===== config.mk =====
export PLATFORM = sky130hd
export DESIGN_NAME = apu_dac_mc
export DESIGN_NICKNAME = d
export VERILOG_FILES = /design/src/rtl/apu_dac_mc.sv
export SDC_FILE = /design/constraint.sdc
export NUM_CORES = 1
export LEC_CHECK = 0
export CAP_MARGIN = 20
export CORE_ASPECT_RATIO = 1.1
export CORE_UTILIZATION = 26
export DETAILED_ROUTE_END_ITERATION = 12
export DONT_BUFFER_PORTS = 1
export SYNTH_ARGS = -nofsm -noshare
export SYNTH_HDL_FRONTEND = slang
export SYNTH_SLANG_ARGS = --single-unit

===== constraint.sdc =====
create_clock -name clk -period 2.4 [get_ports clk]
set_input_delay 0.24 -clock clk [delete_from_list [all_inputs] [get_ports clk]]
set_output_delay 0.24 -clock clk [all_outputs]
set_load 0.05 [all_outputs]

===== src/rtl/apu_dac_mc.sv =====
// Multi-channel audio DAC output stage: per-channel PWM or first-order sigma-delta
// modulation of double-buffered N-bit samples, with samples swapped only at period wraps.

module apu_dac_lane #(
    parameter int N = 8
) (
    input  logic         clk,
    input  logic         reset,
    input  logic         en,
    input  logic         step,
    input  logic         wrap,
    input  logic         load,
    input  logic         pending,
    input  logic         mode_r,
    input  logic         acc_clr,
    input  logic [N-1:0] cnt,
    input  logic [N-1:0] sample,
    output logic         q
);
    logic [N-1:0] shadow;
    logic [N-1:0] active;
    logic [N-1:0] acc;
    logic [N:0]   sum;

    assign sum = {1'b0, acc} + {1'b0, active};

    always_ff @(posedge clk or posedge reset) begin
        if (reset) begin
            shadow <= '0;
            active <= '0;
            acc    <= '0;
            q      <= 1'b0;
        end else begin
            if (load)
                shadow <= sample;
            // a load coinciding with the wrap bypasses the shadow register
            if (wrap) begin
                if (load)
                    active <= sample;
                else if (pending)
                    active <= shadow;
            end
            if (!en)
                q <= 1'b0;
            else if (step)
                q <= mode_r ? sum[N] : (cnt < active);
            if (acc_clr)
                acc <= '0;
            else if (step && mode_r)
                acc <= sum[N-1:0];
        end
    end
endmodule

module apu_dac_mc #(
    parameter int N   = 8,
    parameter int CH  = 2,
    parameter int DIV = 1
) (
    input  logic            clk,
    input  logic            reset,
    input  logic            en,
    input  logic            mode,
    input  logic [CH*N-1:0] cmp,
    input  logic            load,
    output logic [CH-1:0]   q,
    output logic            frame,
    output logic            ovf
);
    localparam int DW = (DIV > 1) ? $clog2(DIV) : 1;

    logic [DW-1:0]        div_cnt;
    logic [N-1:0]         cnt;
    logic                 pending;
    logic                 mode_r;
    logic                 tick;
    logic                 step;
    logic                 wrap;
    logic                 acc_clr;
    logic [CH-1:0][N-1:0] sample;

    assign sample  = cmp;
    assign tick    = (div_cnt == DW'(DIV - 1));
    assign step    = tick & en;
    assign wrap    = step & (cnt == '1);
    assign acc_clr = wrap & (mode != mode_r);

    always_ff @(posedge clk or posedge reset) begin
        if (reset) begin
            div_cnt <= '0;
            cnt     <= '0;
            pending <= 1'b0;
            mode_r  <= 1'b0;
            frame   <= 1'b0;
            ovf     <= 1'b0;
        end else begin
            if (en)
                div_cnt <= tick ? '0 : div_cnt + 1'b1;
            if (step)
                cnt <= cnt + 1'b1;
            if (wrap) begin
                pending <= 1'b0;
                mode_r  <= mode;
            end else if (load) begin
                pending <= 1'b1;
            end
            frame <= wrap;
            ovf   <= load & pending & ~wrap;
        end
    end

    for (genvar c = 0; c < CH; c++) begin : g_lane
        apu_dac_lane #(.N(N)) u_lane (
            .clk     (clk),
            .reset   (reset),
            .en      (en),
            .step    (step),
            .wrap    (wrap),
            .load    (load),
            .pending (pending),
            .mode_r  (mode_r),
            .acc_clr (acc_clr),
            .cnt     (cnt),
            .sample  (sample[c]),
            .q       (q[c])
        );
    end
endmodule


### Word-level counts from Yosys, hierarchy flattened

Index checks and enable logic that the tools add are counted.

| word-level totals | value |
|---|---|
| register bits | 63 |
| bits of input ports | 21 |
| word-level logic and storage cells | 52 |

| cells by class | value |
|---|---|
| add/subtract/negate cells | 4 |
| magnitude comparators | 2 |
| equality and inequality tests | 3 |
| multiplexer cells | 17 |
| bitwise gates (word level) | 7 |
| reductions and logical operators | 5 |

Operators by type and width:

| operator | count |
|---|---|
| $mux 8 | 8 |
| $add 8x8->9 | 2 |
| $lt 8x8->1 | 2 |
| $mux 1 | 9 |
| $add 8x1->8 const B | 1 |
| $eq 8x8->1 const B | 1 |
| $reduce_bool 2->1 | 3 |
| $and 1x1->1 | 5 |
| $ne 2x1->1 const B | 1 |
| $not 1->1 | 2 |
| $reduce_and 2->1 | 1 |
| $add 1x1->1 const B | 1 |
| $logic_and 1x1->1 | 1 |
| $ne 1x1->1 | 1 |

### Longest topological paths before layout

| depth | value |
|---|---|
| depth after elaboration | 5 |
| mapped depth | 6 |
| depth with buffers taken out | 6 |

### Cells and area by module

Synthesis repeated with hierarchy kept, for this count alone.

| unflattened totals | value |
|---|---|
| cell total of the unflattened synthesis | 339 |
| area, all modules | 3504.6 um2 |

By module, submodules not included:

| module | instances | cells an instance | area each (um2) | sequential area each (um2) |
|---|---|---|---|---|
| apu_dac_lane | 2 | 150 | 1500.2 | 625.6 |
| apu_dac_mc | 1 | 39 | 504.2 | 300.3 |

### Worst setup path after synthesis

No wires, ideal clock.

| path | value |
|---|---|
| path type | register -> register |
| start | register g_lane[0].u_lane.acc[0] |
| end | register g_lane[0].u_lane.acc[6] |
| setup time | 0.122 ns |
| data arrival time | 1.736 ns |
| data required time | 2.278 ns |
| setup slack | 0.542 ns |
| stages on the path, launching flop included | 7 |
| clock period less this slack | 1.858 ns |
| path through | dfrtp_1 ha_1 fa_1 a211oi_1 o21ai_0 a21o_1 a32o_1 |

| between the ends | value |
|---|---|
| cells in the longest elaborated chain, start to end | 3 |

RTL lines:

| element | line | source |
|---|---|---|
| start, declared | 22 | `logic [N-1:0] acc;` |
| start signal, assigned | 50 | `acc <= sum[N-1:0];` |
| $add 8x8->9 | 25 | `assign sum = {1'b0, acc} + {1'b0, active};` |
| $mux 8 | 49 | `else if (step && mode_r)` |
| $mux 8 | 47 | `if (acc_clr)` |

Every way passes these cells. The select of a mux whose other input is x is not followed.
A chain may end at the register's enable or synchronous reset.

### Worst setup path after layout

| path | value |
|---|---|
| start | register g_lane[1].u_lane.active[0] |
| end | register g_lane[1].u_lane.acc[6] |

| between the ends | value |
|---|---|
| cells in the longest elaborated chain, start to end | 3 |

RTL lines:

| element | line | source |
|---|---|---|
| start, declared | 21 | `logic [N-1:0] active;` |
| start signal, assigned | 39 | `active <= sample;` |
| start signal, assigned | 41 | `active <= shadow;` |
| $add 8x8->9 | 25 |  |
| $mux 8 | 49 |  |
| $mux 8 | 47 |  |
| end signal, assigned | 50 |  |
| end, declared | 22 |  |

Every way passes these cells. The select of a mux whose other input is x is not followed.

==> results.toml <==
[sta]
worst_pin_slew_ps = 534
finalCritPeriodShare = 0.831
fmax_ghz = 0.501
finalSetupTns_ps = 0
rsz0062_at_grt = "no"
hold_viol = 0
finClkSkew_ps = 8.96
hold_slack_ps = 76.5
layout_min_cycle_time_ps = 2000
finalMaxSlewViolations = 0
setup_viol = 0
slew_headroom = 0.643

[die]
io_pins = 25
core.rowCount = 43
core-area_sq_um = 12800
dieArea_sq_um = 13800
die_y_um = 123
initial_core_util = 0.270
die_w_um = 112

[detailed_routing]
vias = 2264
firstDrtPassIters = 8
route.detailed.drc = 3
drt_iter0_markers = 101
avgRoutedWirePerCell_um = 15.6
wirelength_um = 7200
drtAntennaViolNets = 0
viasPerCell = 4.91

[grt]
grt_usage = 0.115
grt_pass1_vias = 2334
grt_pass1_wl_um = 12100
grt_overflow = 0
antenna_found_initial = 0
grt_max_degree = 40

[cells_and_area]
nFillCells = 1313
final_common_cell = "dfrtp_1"
drive_above_1_share = 0.178
fin_nets = 354
n_antenna_cell = 0
area_delta_synth_final_pct = 13.1
layout_common_cells = "62 x dfrtp_1, 31 x ha_1, 23 x mux2_2"
fin_area_sq_um = 3920
multi_input_area_sq_um = 1750
seqCellArea_sq_um = 1550
final_cells = 461

[placed_design]
portBuffers = 0
dpl_cell_area_sq_um = 3610
hpwlAfterDp_um = 5070
placed_cells_incl_taps = 444
globalplace.congestion = 0.793

[clocking]
clk_latency_ps = 330
cts_tree = "done"
path_clk_slew_ps = 50
cts_hold_buf = 2
cts_resized = 0
postCtsSetupBuffers = 0
clock_sinks = 62
cts_root_buf = "clkbuf_16"
htree_levels = 3
cts_buffer_depth = 2
numCtsBuffers = 9

[logic_synthesis]
async_flop_share = 1.00
ys_seq_elements = 62
synth.distinct_cells = 41
syn-cell-area_sq_um = 3460
ys_seq_area_frac = 0.448
avgSynthCellArea_sq_um = 11.7
synth_ff_type = "dfrtp_1"
synth_nets = 350
yosys_warnings = 0
syn_inst = 296
synth_edf_count = 0

[power]
p_seq_frac = 0.438
p_clk_frac = 0.417
comb_power_share = 0.144
ir_drop_mv = 0.349
power.leakage_nw = 1.90
power_mw = 2.94
power_density_nw_per_um2 = 751
p_switching_mw = 0.773
p_int_mw = 2.17
sw_frac_of_total = 0.263

[setup_path]
startpoint_type = "flip-flop"
crit_type = "flip-flop to flip-flop"
worst_setup_path_end_kind = "flip-flop"
required_ps = 2610
cp_data_arrival_time_ps = 2200
crit_fanout = 3

[status]
violations = "DRC"
status = "complete, but fails checks"

[worst_hold_path]
hold_path.class = "input port to flip-flop"

[job]
cap_violations = 0
[kinds of logic after synthesis]
| group | Yosys count | share of synthesized area |
|---|---|---|
| flops | 62 | 0.448 |
| mux | 33 | 0.118 |
| buf+inv | 33 | 0.0466 |
| fa+ha+maj | 33 | 0.124 |
| compound gates | 67 | 0.146 |
| xor+xnor | 11 | 0.0278 |
| simple gates | 57 | 0.0896 |
[path summary, 6_finish.rpt]
kind	from	to	slack [ps]	cells past startpoint
min in group asynchronous	reset	g_lane[1].u_lane.acc[1]	410	2
worst max-delay path	g_lane[1].u_lane.active[0]	g_lane[1].u_lane.acc[6]	400	6
max in group asynchronous	reset	cnt[7]	1390	3
worst min-delay path	load	ovf	80	1
worst min register to register	g_lane[1].u_lane.shadow[6]	g_lane[1].u_lane.shadow[6]	490	1
worst max register to register	g_lane[1].u_lane.active[0]	g_lane[1].u_lane.acc[6]	400	6
[routing by layer]
layer,track usage,vias up,part of all wire
met4,0.0683,0,0.034
met5,0,-,0
met3,0.0270,15,0.033
li1,-,1093,-
met1,0.144,1115,0.47
met2,0.182,41,0.46
[state kept, by name, summed over array words and instances, names as in the netlist]
name,flops
g_lane.u_lane.acc,16
g_lane.u_lane.active,16
g_lane.u_lane.shadow,16
cnt,8
g_lane.u_lane.q,2
frame,1
mode_r,1
ovf,1
pending,1
[power by group through the flow]
stage	Combinational [mW]	Sequential, mW	Clock, mW
final	0.424	1.29	1.23
after global routing	0.494	1.31	1.31
after CTS	0.431	1.29	1.26
after detailed placement	0.421	1.31	0
after global placement	0.406	1.31	0
after floorplan	0.419	1.23	0
[cells in the mapped netlist (all sizes together) (3+ instances only)]
cell type	n	area (sq um)
xnor2	7	61.3
nand4	3	18.8
o221ai	4	35.0
inv	22	82.6
xor2	4	35.0
mux2	33	409
o21ai	9	45.0
a2111o	4	45.0
a22o	7	61.3
nand3	5	25.0
nand2b	3	26.3
ha	31	388
o211ai	3	22.5
and3	4	25.0
a211oi	5	37.5
dfrtp	62	1550
a32o	4	40.0
a21o	8	60.1
and2	3	18.8
a21oi	10	53.8
nor2	13	48.8
buf	11	78.8
a211o	6	52.6
nand2	16	60.1
[worst max-delay path, stage by stage (launching register included)]
cell,delay [ps]
dfrtp_1,400
ha_1,240
fa_1,440
a211oi_1,210
o21ai_0,150
a21o_1,180
a32o_1,250
[through the flow]
| stage | setup WS, ps | utilization |
|---|---|---|
| 3_5_place_dp | 407 | 0.282 |
| 3_3_place_gp | 437 | 0.282 |
| 5_1_grt | 274 | 0.306 |
| 4_1_cts | 390 | 0.306 |
| 2_1_floorplan | 542 | - |
| 6_report | 405 | 0.306 |
[layout make-up]
type                       count  share of cell area
timing repair buffer           4              0.0121
inverter                      22              0.0211
tap                          157              0.0502
multi-input combinational    201               0.447
sequential                    62               0.396
clock buffer                  15              0.0735
Note: power is estimated with default switching activity, not from simulation.
